[src/rtl/div_64_32_seq.sv]
// Sequential signed divider: 2*DW-bit dividend / DW-bit divisor, radix-2 restoring on magnitudes.
// One quotient bit per clock, truncating toward zero; remainder carries the dividend's sign.
module div_64_32_seq #(
    parameter int DW = 32
) (
    input  logic            clk,
    input  logic            rst,
    input  logic            start,
    input  logic [2*DW-1:0] dividend,
    input  logic [DW-1:0]   divisor,
    output logic            busy,
    output logic            done,
    output logic [DW-1:0]   quotient,
    output logic [DW-1:0]   remainder,
    output logic            ovf,
    output logic            dz
);

    localparam int CW = $clog2(2*DW) + 1;
    localparam logic [CW-1:0] LAST = CW'(2*DW-1);

    localparam logic [1:0] S_IDLE = 2'd0;
    localparam logic [1:0] S_RUN  = 2'd1;
    localparam logic [1:0] S_FIX  = 2'd2;

    logic [1:0]      state;
    logic [CW-1:0]   count;
    logic            sa, sb, dz_op;
    logic [2*DW-1:0] dvd, dvd_nxt;
    logic [DW:0]     rem, rem_sh, rem_nxt;
    logic [DW-1:0]   dsr;

    // Unsigned magnitude; 2*DW bits keeps |-2^(2DW-1)| exact.
    function automatic logic [2*DW-1:0] mag_wide(input logic signed [2*DW-1:0] v);
        return v[2*DW-1] ? -v : v;
    endfunction

    function automatic logic [DW-1:0] neg_if(input logic [DW-1:0] v, input logic n);
        return n ? -v : v;
    endfunction

    // A negative quotient may reach 2^(DW-1); a positive one only 2^(DW-1)-1.
    function automatic logic q_ovf(input logic [2*DW-1:0] qmag, input logic qneg);
        logic [2*DW-1:0] lim;
        lim = (2*DW)'(1) << (DW-1);
        if (!qneg) lim = lim - (2*DW)'(1);
        return qmag > lim;
    endfunction

    assign busy = (state != S_IDLE);

    // Restoring step: quotient bits shift into the low end of dvd as dividend bits leave the top.
    always_comb begin
        rem_sh  = {rem[DW-1:0], dvd[2*DW-1]};
        dvd_nxt = {dvd[2*DW-2:0], 1'b0};
        rem_nxt = rem_sh;
        if (rem_sh >= {1'b0, dsr}) begin
            rem_nxt    = rem_sh - {1'b0, dsr};
            dvd_nxt[0] = 1'b1;
        end
    end

    always_ff @(posedge clk) begin
        if (state == S_IDLE && start) begin
            sa    <= dividend[2*DW-1];
            sb    <= divisor[DW-1];
            dz_op <= (divisor == '0);
            dvd   <= (divisor == '0) ? dividend : mag_wide(dividend);
            dsr   <= divisor[DW-1] ? -divisor : divisor;
            rem   <= '0;
        end else if (state == S_RUN) begin
            rem <= rem_nxt;
            dvd <= dvd_nxt;
        end
    end

    always_ff @(posedge clk) begin
        if (rst) begin
            state     <= S_IDLE;
            count     <= '0;
            done      <= 1'b0;
            quotient  <= '0;
            remainder <= '0;
            ovf       <= 1'b0;
            dz        <= 1'b0;
        end else begin
            done <= 1'b0;
            case (state)
                S_IDLE: begin
                    if (start) begin
                        count <= '0;
                        state <= (divisor == '0) ? S_FIX : S_RUN;
                    end
                end
                S_RUN: begin
                    count <= count + CW'(1);
                    if (count == LAST) state <= S_FIX;
                end
                S_FIX: begin
                    done  <= 1'b1;
                    state <= S_IDLE;
                    dz    <= dz_op;
                    if (dz_op) begin
                        quotient  <= '1;
                        remainder <= dvd[DW-1:0];
                        ovf       <= 1'b0;
                    end else begin
                        quotient  <= neg_if(dvd[DW-1:0], sa ^ sb);
                        remainder <= neg_if(rem[DW-1:0], sa);
                        ovf       <= q_ovf(dvd, sa ^ sb);
                    end
                end
                default: state <= S_IDLE;
            endcase
        end
    end

endmodule

[config.mk]
export PLATFORM = sky130hd
export DESIGN_NAME = div_64_32_seq
export DESIGN_NICKNAME = d
export VERILOG_FILES = /design/src/rtl/div_64_32_seq.sv
export SDC_FILE = /design/constraint.sdc
export NUM_CORES = 1
export LEC_CHECK = 0
export ABC_AREA = 1
export CAP_MARGIN = 20
export CORE_MARGIN = 2
export CORE_UTILIZATION = 50
export DETAILED_ROUTE_END_ITERATION = 6
export GPL_TIMING_DRIVEN = 1
export PLACE_DENSITY = 0.72
export SLEW_MARGIN = 30
export SYNTH_ARGS = -nofsm -noshare
export SYNTH_HDL_FRONTEND = slang
export SYNTH_SLANG_ARGS = --single-unit
[constraint.sdc]
create_clock -name clk -period 3.25 [get_ports clk]
set_input_delay 0.65 -clock clk [delete_from_list [all_inputs] [get_ports clk]]
set_output_delay 0.65 -clock clk [all_outputs]
set_load 0.005 [all_outputs]
After elaboration in Yosys (flattened, before gate mapping)
Index checks and enable logic that the tools add are counted.

cells by class
  reduce and logical (&&, ||, !) cells = 8
  magnitude comparators = 2
  multiplexer cells = 23
  equal/unequal tests = 5
  bitwise operators = 1
  $add $sub $neg = 6

operators with widths
  operator                                             number
  2-to-1 mux 64 bit                                    7
  2-to-1 mux 32 bit                                    6
  negation 32 bit                                      3
  > comparator 64 bit                                  1
  negation 64 bit                                      1
  greater-or-equal comparator 33 x 32 -> 1 bit         1
  logical NOT 32 bit                                   1
  subtractor 32 bit                                    1
  2-to-1 mux 31 bit                                    1
  case mux 7 bit (2 select lines)                      1
  adder 7 x 1 -> 7 bit, second input constant          1
  equality test 7 x 6 -> 1 bit, second input constant  1
  2-to-1 mux 7 bit                                     1
  2-to-1 mux 2 bit                                     3
  nonzero test 2 bit                                   3
  case mux 2 bit (2 select lines)                      1
  AND reduction 2 bit                                  2
  2-to-1 mux 1 bit                                     3
  equality test 2 x 1 -> 1 bit, second input constant  1
  equality test 2 bit, second input constant           1
  logical NOT 2 bit                                    1
  != test 2 x 1 -> 1 bit, second input constant        1
  != test 2 bit, second input constant                 1
  logical AND 1 bit                                    1
  XOR 1 bit                                            1

storage, ports and cells
  flip-flop bits (word level) = 207
  logic and storage cells = 59
  output and inout port bits = 68

Longest topological paths before layout
Gate-level depths: netlist of run 1.

  word-level depth = 7
  mapped depth = 19
  mapped depth without buffers = 18

Worst setup path before layout of run 1
No wires, ideal clock.

  path kind = input -> register
  from = input port start
  to = register dsr[0], enable pin
  path buffers = 2
  setup slack = 0.554 ns
  required time = 2.837 ns
  cell stages on the path = 4
  arrival time = 2.284 ns
  path through = nand2_1 > inv_1 > clkbuf_1 > clkbuf_1

between the ends
  longest elaborated chain between the ends = 1

ends and longest elaborated chain
  element               RTL line  source
  start, declared       8         input logic start,
  logical AND 1 bit     64        if (state == S_IDLE && start) begin
  end signal, assigned  69        dsr <= divisor[DW-1] ? -divisor : divisor;
  end, declared         31        logic [DW-1:0] dsr;

Every way passes these cells.
A chain may end at the register's enable or synchronous reset.

Worst setup path in the final report of run 1
  from = register sa
  to = register ovf

between the ends
  longest elaborated chain between the ends = 7

ends and longest elaborated chain
  element                 RTL line  source
  start, declared         28        logic sa, sb, dz_op;
  start signal, assigned  65        sa <= dividend[2*DW-1];
  XOR 1 bit               110       ovf <= q_ovf(dvd, sa ^ sb);
  2-to-1 mux 32 bit       46        if (!qneg) lim = lim - (2*DW)'(1);
  2-to-1 mux 64 bit       103       if (dz_op) begin
  2-to-1 mux 64 bit       88        case (state)
  2-to-1 mux 64 bit       78        if (rst) begin
  > comparator 64 bit     47        return qmag > lim;
  2-to-1 mux 1 bit        103
  end signal, assigned    110
  end, declared           15        output logic ovf,

Every way passes these cells. The select of a mux whose other input is x is not followed.

==> metrics.md, run 1 <==
| Metric | Value |
|---|---|
| Status | completed |
| Global route total overflow | 0 |
| WL final | between 50 and 60 mm |
| Initial DRC Count | 1686 |
| Multi-input logic area | around 9100 sq um |
| DRC | 0 |
| Layout area overhead | 18.2% |
| Max_slew headroom | ~34% |
| Post-synth EDFFs | 99 |
| Postcts setup bufs | 0 |
| FP Rows | 64 |
| Final HPWL DP | 40.3 mm |
| Clk_lat worst skew | 0.53 ns |
| Hold Vio Cnt, Final | 0 |
| CP Data Required Time | 3.63 ns |
| Vias | 16193 |
| Max Slew Vio Count | 0 |
| Max Buffers Root-to-Sink | 3 |
| Maximum Capacitance Violations | 0 |
| Hold Path Class | register to register |
| Synth unique cells | 51 |
| Peak per-stage delay on the critical path | 0.51 ns |
| Pre-CTS setup slack | 0.0807 ns |
| DR WL/cell | 17.7 um |
| Die Wd | 181 um |
| PD cells | approximately 660 nW/um^2 |
| CP arrival | 3.16 ns |
| Most frequent CP cell | nand3_1 |
| Setup TNS | 0 ns |
| CTS Sinks | 207 |
| Yosys warns | 0 |
| Fin util | between 60% and 70% |
| Post-CTS sizing | 0 |
| Core ar. | 30700 sq um |
| CP max FO | 63 |
| Clock slew at reported path FFs | 0.06 ns |
| TritonRoute pass-1 iters | 6 |
| Synthesis-stage register bit count | slightly above 200 |
| Synth async-reset ratio | 0% |
| Final Wtd Congestion | 0.947 |
| Mean Syn Cell Area | around 6.7 sq um |
| Setup violators final | 0 |
| Final instance area | 18500 sq um |
| Final #Nets | 2651 |
| # H-tree levels | 1 |
| # port buffers | 166 |
| Critical-path top delay cell | nand2_4 |
| Fin crit share | 85.3% |
| Total power | 12.1 mW |
| GRT Overall Usage | 30.7% |
| Post-DRT Antenna Nets | 0 |
| Ports | 167 |
| Worst path cell trace | inv_2 > nand2_2 > nand2_4 > ha_1 > a21oi_1 > o21ai_0 > nand3_1 > nand3b_1 > nor2_1 > nand3_1 > nand3_1 > a21oi_1 |
| CP Capture Type | register |
| CTS tree | done |
| Placed Area | 17700 sq um |
| Register area share after synthesis | 32.9% |
| Height of the die | between 150 and 200 um |
| Largest net degree at the start of global routing | 95 |
| Cell count after placement | 2854 |
| Synthesized Nets | around 2500 |
| VDD IR-drop max | 452 uV |
| WS Path Type | register to register |
| Hold slack | about 0.47 ns |
| Synth Cell Area | 15600 sq um |
| Setup slack after layout | 0.478 ns |
| P_leak | 8.18 nW |
| Vias in the first global route | 15070 |
| Primary FF master, synth | dfxtp_1 |
| Initial antenna violation count | 0 |
| Unrepaired setup endpoints after global routing | no |
| Non-filler cells, final | 2896 |
| Post-Synthesis Cells | ~2300 |
| FILL cells | about 3000 |
| F_max | 0.361 GHz |
| Die area | 32600 sq um |
| Clock skew | 0.0108 ns |
| Startpoint Class | register |
| Starting Density | 50.9% |
| FF/Latch Area | around 5000 sq um |
| ANT cells | 0 |
| Vias per inst | 5.59 |
| First-pass GRT wire length | ~81 mm |
| CTS root buf | clkbuf_16 |
| Hold_buf cts | 0 |
| CTS Buf Count | 24 |
| Fraction of layout cells with a size suffix above 1 | 4.92% |
| Worst-margin pin slew | roughly 0.99 ns |
| Final Critical Period | roughly 2.8 ns |
## cells in the mapped netlist, drive strengths merged (10+ instances only)
master    n  area share (%)
a21oi    91             2.9
a31oi    37             1.5
buf      26             1.0
clkbuf   48             1.2
dfxtp   108              14
edfxtp   99              19
ha       67             5.4
inv     274             6.6
nand2   667              16
nand3   212             6.9
nand3b   12            0.58
nand4    42             1.7
nor2    276             6.8
nor3     44             1.6
nor4     11            0.44
o211ai   10            0.48
o21ai   155             5.0
o221ai   14            0.79
xnor2    31             1.7
xor2     77             4.3
## area by class of cell
cell class / count / area share [%]
Clock buffer: 35 / 3.82
Clock inverter: 7 / 0.454
Inverter: 277 / 5.63
Multi-Input combinational cell: 1781 / 49.3
Sequential cell: 207 / 27.8
Tap cell: 396 / 2.68
Timing Repair Buffer: 193 / 10.3
## state kept, by name, summed over array words and instances (netlist names)
register and count:
done 1, dsr 32, sa 1, remainder 32, sb 1, quotient 32
state 2, dz 1, ovf 1, count 7, dz_op 1, dvd 64
rem 32
## final timing paths
check	to	slack (ns)	depth (start not counted)	start
setup reg to reg	ovf	0.48	12	sa
hold / removal	count[5]	0.47	1	count[5]
setup / recovery	ovf	0.48	12	sa
hold reg to reg	count[5]	0.47	1	count[5]
## layout by cell type (no fill, tap or decap), types with 10 or more instances in the layout
| cell | n |
|---|---|
| a21oi_1 | 91 |
| a31oi_1 | 37 |
| buf_4 | 24 |
| clkbuf_16 | 25 |
| clkdlybuf4s50_1 | 165 |
| dfxtp_1 | 108 |
| edfxtp_1 | 99 |
| ha_1 | 67 |
| inv_1 | 255 |
| inv_2 | 19 |
| nand2_1 | 659 |
| nand3_1 | 208 |
| nand3b_1 | 12 |
| nand4_1 | 41 |
| nor2_1 | 262 |
| nor2_2 | 14 |
| nor3_1 | 39 |
| nor4_1 | 11 |
| o211ai_1 | 10 |
| o21ai_0 | 125 |
| o21ai_1 | 28 |
| o221ai_1 | 14 |
| xnor2_1 | 31 |
| xor2_1 | 77 |
## cell families after synthesis
logic type               after synthesis  share of synthesized area (%)
AND/OR/NAND/NOR                     1275                           34.7
buffers and inverters                351                           8.86
AO/OA/AOI/OAI                        330                           11.9
flip-flops                           207                           32.9
XOR/XNOR                             108                           6.06
adder cells (fa/ha/maj)               68                           5.50
## power by group
group          total (mW)  switching [mW]  internal [mW]
combinational        5.50            3.58           1.93
clock                2.76            1.11           1.65
sequential           3.88           0.627           3.25
## worst max-delay path, delay by kind of cell (launching register included)
family	cells	cell delay, ns
adder cells (fa/ha/maj)	1	0.38
AND/OR/NAND/NOR	7	1.14
buffers and inverters	1	0.27
flip-flops	1	0.44
AO/OA/AOI/OAI	3	0.34
## per-layer routing
metal / wire length, um / vias up / GRT usage [%]
met5: 0 / - / 0
met4: 1200 / 0 / 7.29
met3: 4290 / 73 / 5.34
met2: 21800 / 674 / 46.7
met1: 23900 / 7422 / 45.3
li1: - / 8024 / -
Power figures use the tool's default switching activity.
==> run 2, diff against run 1 <==
--- a/config.mk
+++ b/config.mk
@@ -12,6 +12,7 @@
 export DETAILED_ROUTE_END_ITERATION = 6
 export GPL_TIMING_DRIVEN = 1
 export PLACE_DENSITY = 0.72
+export SETUP_SLACK_MARGIN = 0.15
 export SLEW_MARGIN = 30
 export SYNTH_ARGS = -nofsm -noshare
 export SYNTH_HDL_FRONTEND = slang
==> results of run 2 <==
Final layout, timing and power as in run 1 (identical DEF).
==> RTL change, RTL diff (settings of run 2) <==
Compare `count` against `LAST` with >= in place of ==.
--- a/src/rtl/div_64_32_seq.sv
+++ b/src/rtl/div_64_32_seq.sv
@@ -94,7 +94,7 @@
                 end
                 S_RUN: begin
                     count <= count + CW'(1);
-                    if (count == LAST) state <= S_FIX;
+                    if (count >= LAST) state <= S_FIX;
                 end
                 S_FIX: begin
                     done  <= 1'b1;
Check against the original RTL: no difference found for any inputs over 4 cycles, from zero or initial values and one cycle with rst high; that may be too few to reach the edited logic, so the function may still have changed.
==> RTL change against run 2 <==
Cell area grew 0.64%. Synthesized area grew 0.63%. Wire length increased by 2.9%. Sequential cell count unchanged. Global-route usage rose by 0.94 points. Synthesized cell count decreased by 0.86%. Power decreased by 4.9%. Maximum frequency shrank 1.2%. Worst setup slack worse by 0.035 ns.
==> RTL change: results (changes against run 2) <==
outcome=finished, final reports clean; maximum clock path buffer count=3 (unchanged); CTS H-Tree Depth=1 (unchanged); largest fanout on the critical path=4 (-94%); Final ANT Viol Nets=0 (unchanged); TritonRoute pass-1 iters=6 (unchanged); share of cells above drive strength 1=0.05701 (+0.007805); CTS resizes=0 (unchanged); Place WS=0.08648 ns (+0.005813 ns); sequential-to-total area share from yosys stat=0.3270 (-0.002071); syn nets=2486 (-0.80%); drt drc=0 (unchanged); crit path DAT=3.19 ns (+0.03 ns); Root Driver=clkbuf_16; min-delay worst type=reg2reg; worst-margin pin slew=0.8400 ns (-0.1451 ns); minimum clock period=2.807 ns (+0.03473 ns); leakage power=0.008014 uW (-2.0%); first-pass GRT wire length=82880 um (+2.0%); fillers=2974 (-0.97%); R2R depth=13 (+1); Initial DRC Count=1691 (+0.30%); Placed Area=0.01780 sq mm (+0.74%); Placer Congestion=0.9781 (+3.3%); Worst Hold Path Cells=2 (+1); GRT Total Usage=0.3169 (+0.009439); Max Clock Skew=0.01918 ns (+0.008362 ns); vias post-DR=16374 (+1.1%); VDD IR-drop max=0.0005057 V (+12%); # Post-CTS Setup Buffers=0 (unchanged); dominant register cell in the synthesized netlist=dfxtp_1; ys async rst share=0 (unchanged); synth top area cells=edfxtp_1, nand2_1, dfxtp_1; Worst path max stage delay=~0.50 ns; Commonest cells post-synth=nand2_1, nor2_1, inv_1; Nets=2639 (-0.45%); Final HPWL DP=42090 um (+4.4%); vias in the first global route=15461 (+2.6%); Largest register FFs=64 (unchanged); hold buffer count at CTS=0 (unchanged); initial antenna violation count=0 (unchanged); IO buf count=166 (unchanged); n_diodes=0 (unchanged); Ys Warns=0 (unchanged); largest net degree at the start of global routing=66 (-31%); clock latency at the later pin of the worst-skew pair=0.53 ns (about the same); Int Pwr=6575 uW (-3.8%); CP max stage cell=o21ai_0; CTS Buf Count=25 (+4.2%); crit-path leading delay family=simple AND/OR/NAND/NOR gates; Routed Wire Length=52650 um (+2.9%); EDFF count, synth=99 (unchanged); post-synth cell types=56 (+9.8%); Most flops, register=dvd; clock-pin slew on the worst setup and hold paths=0.06 ns (about the same)
## RTL change: changes by cell type after synthesis, sizes merged, moves of 7 or more
cell   delta
nand2    -71
o21ai    +38
nor2     +15
nand3    -13
a31oi    -10
xnor2    +10
xor2      -9
nand4     +8
nor4      +8
a21oi     +7
## RTL change: cell type report
cell class              instances  area, sq um  area share
multi-input cells            1765         9209      0.4958
clock inverters                 8        68.82    0.003705
well taps                     396        495.5     0.02668
repair buffers                200         1929      0.1039
clock buffers                  38        708.2     0.03813
flip-flops and latches        207         5135      0.2765
inverters                     273         1027     0.05531
## RTL change: power by group through the flow
| stage | Clock, uW | Combinational, uW | Sequential (uW) |
|---|---|---|---|
| after floorplan | 0 | 3700 | 3560 |
| after global placement | 0 | 4940 | 3810 |
| after detailed placement | 0 | 5000 | 3810 |
| after CTS | 2700 | 5030 | 3760 |
| after global routing | 2800 | 5750 | 3810 |
| final | 2670 | 5090 | 3770 |
## RTL change: path summary, 6_finish.rpt
kind	from	slack [ns]	to
max	dvd[63]$_DFFE_PP_	0.44	rem[24]$_SDFFE_PP0P_
min	rem[31]$_SDFFE_PP0P_	0.48	rem[31]$_SDFFE_PP0P_
max reg2reg	dvd[63]$_DFFE_PP_	0.44	rem[24]$_SDFFE_PP0P_
min reg2reg	rem[31]$_SDFFE_PP0P_	0.48	rem[31]$_SDFFE_PP0P_
## RTL change: cell families after synthesis
kind of cell / synth area share
AOI/OAI and AO/OA: 0.1306
xor gates and xnor gates: 0.06079
DFF: 0.3270
adders and majority gates: 0.05465
and+or+nand+nor: 0.3392
buffers and inverters: 0.08780
## RTL change: per-layer routing
metal	GRT usage	routed length [um]	share of wire
met3	0.03044	3557	0.068
met1	0.4404	23490	0.45
met4	0.1132	1852	0.035
met5	0	0	0
met2	0.5143	23750	0.45
## RTL change: through the flow
stage | power (uW) | instances | hold slack (ns)
3_5_place_dp | 8814 | 2841 | 0.4726
4_1_cts | 11490 | 2887 | 0.4811
6_report | 11540 | 2887 | 0.4786
3_3_place_gp | 8741 | 2841 | 0.4603
5_1_grt | 12360 | 2887 | 0.5097
2_1_floorplan | 7256 | 2319 | 0.4446
## RTL change: worst min-delay path: cells and delay by family, from the launching register on
family / cells / cell delay, ns
simple gates: 2 / 0.11
flops: 1 / 0.32
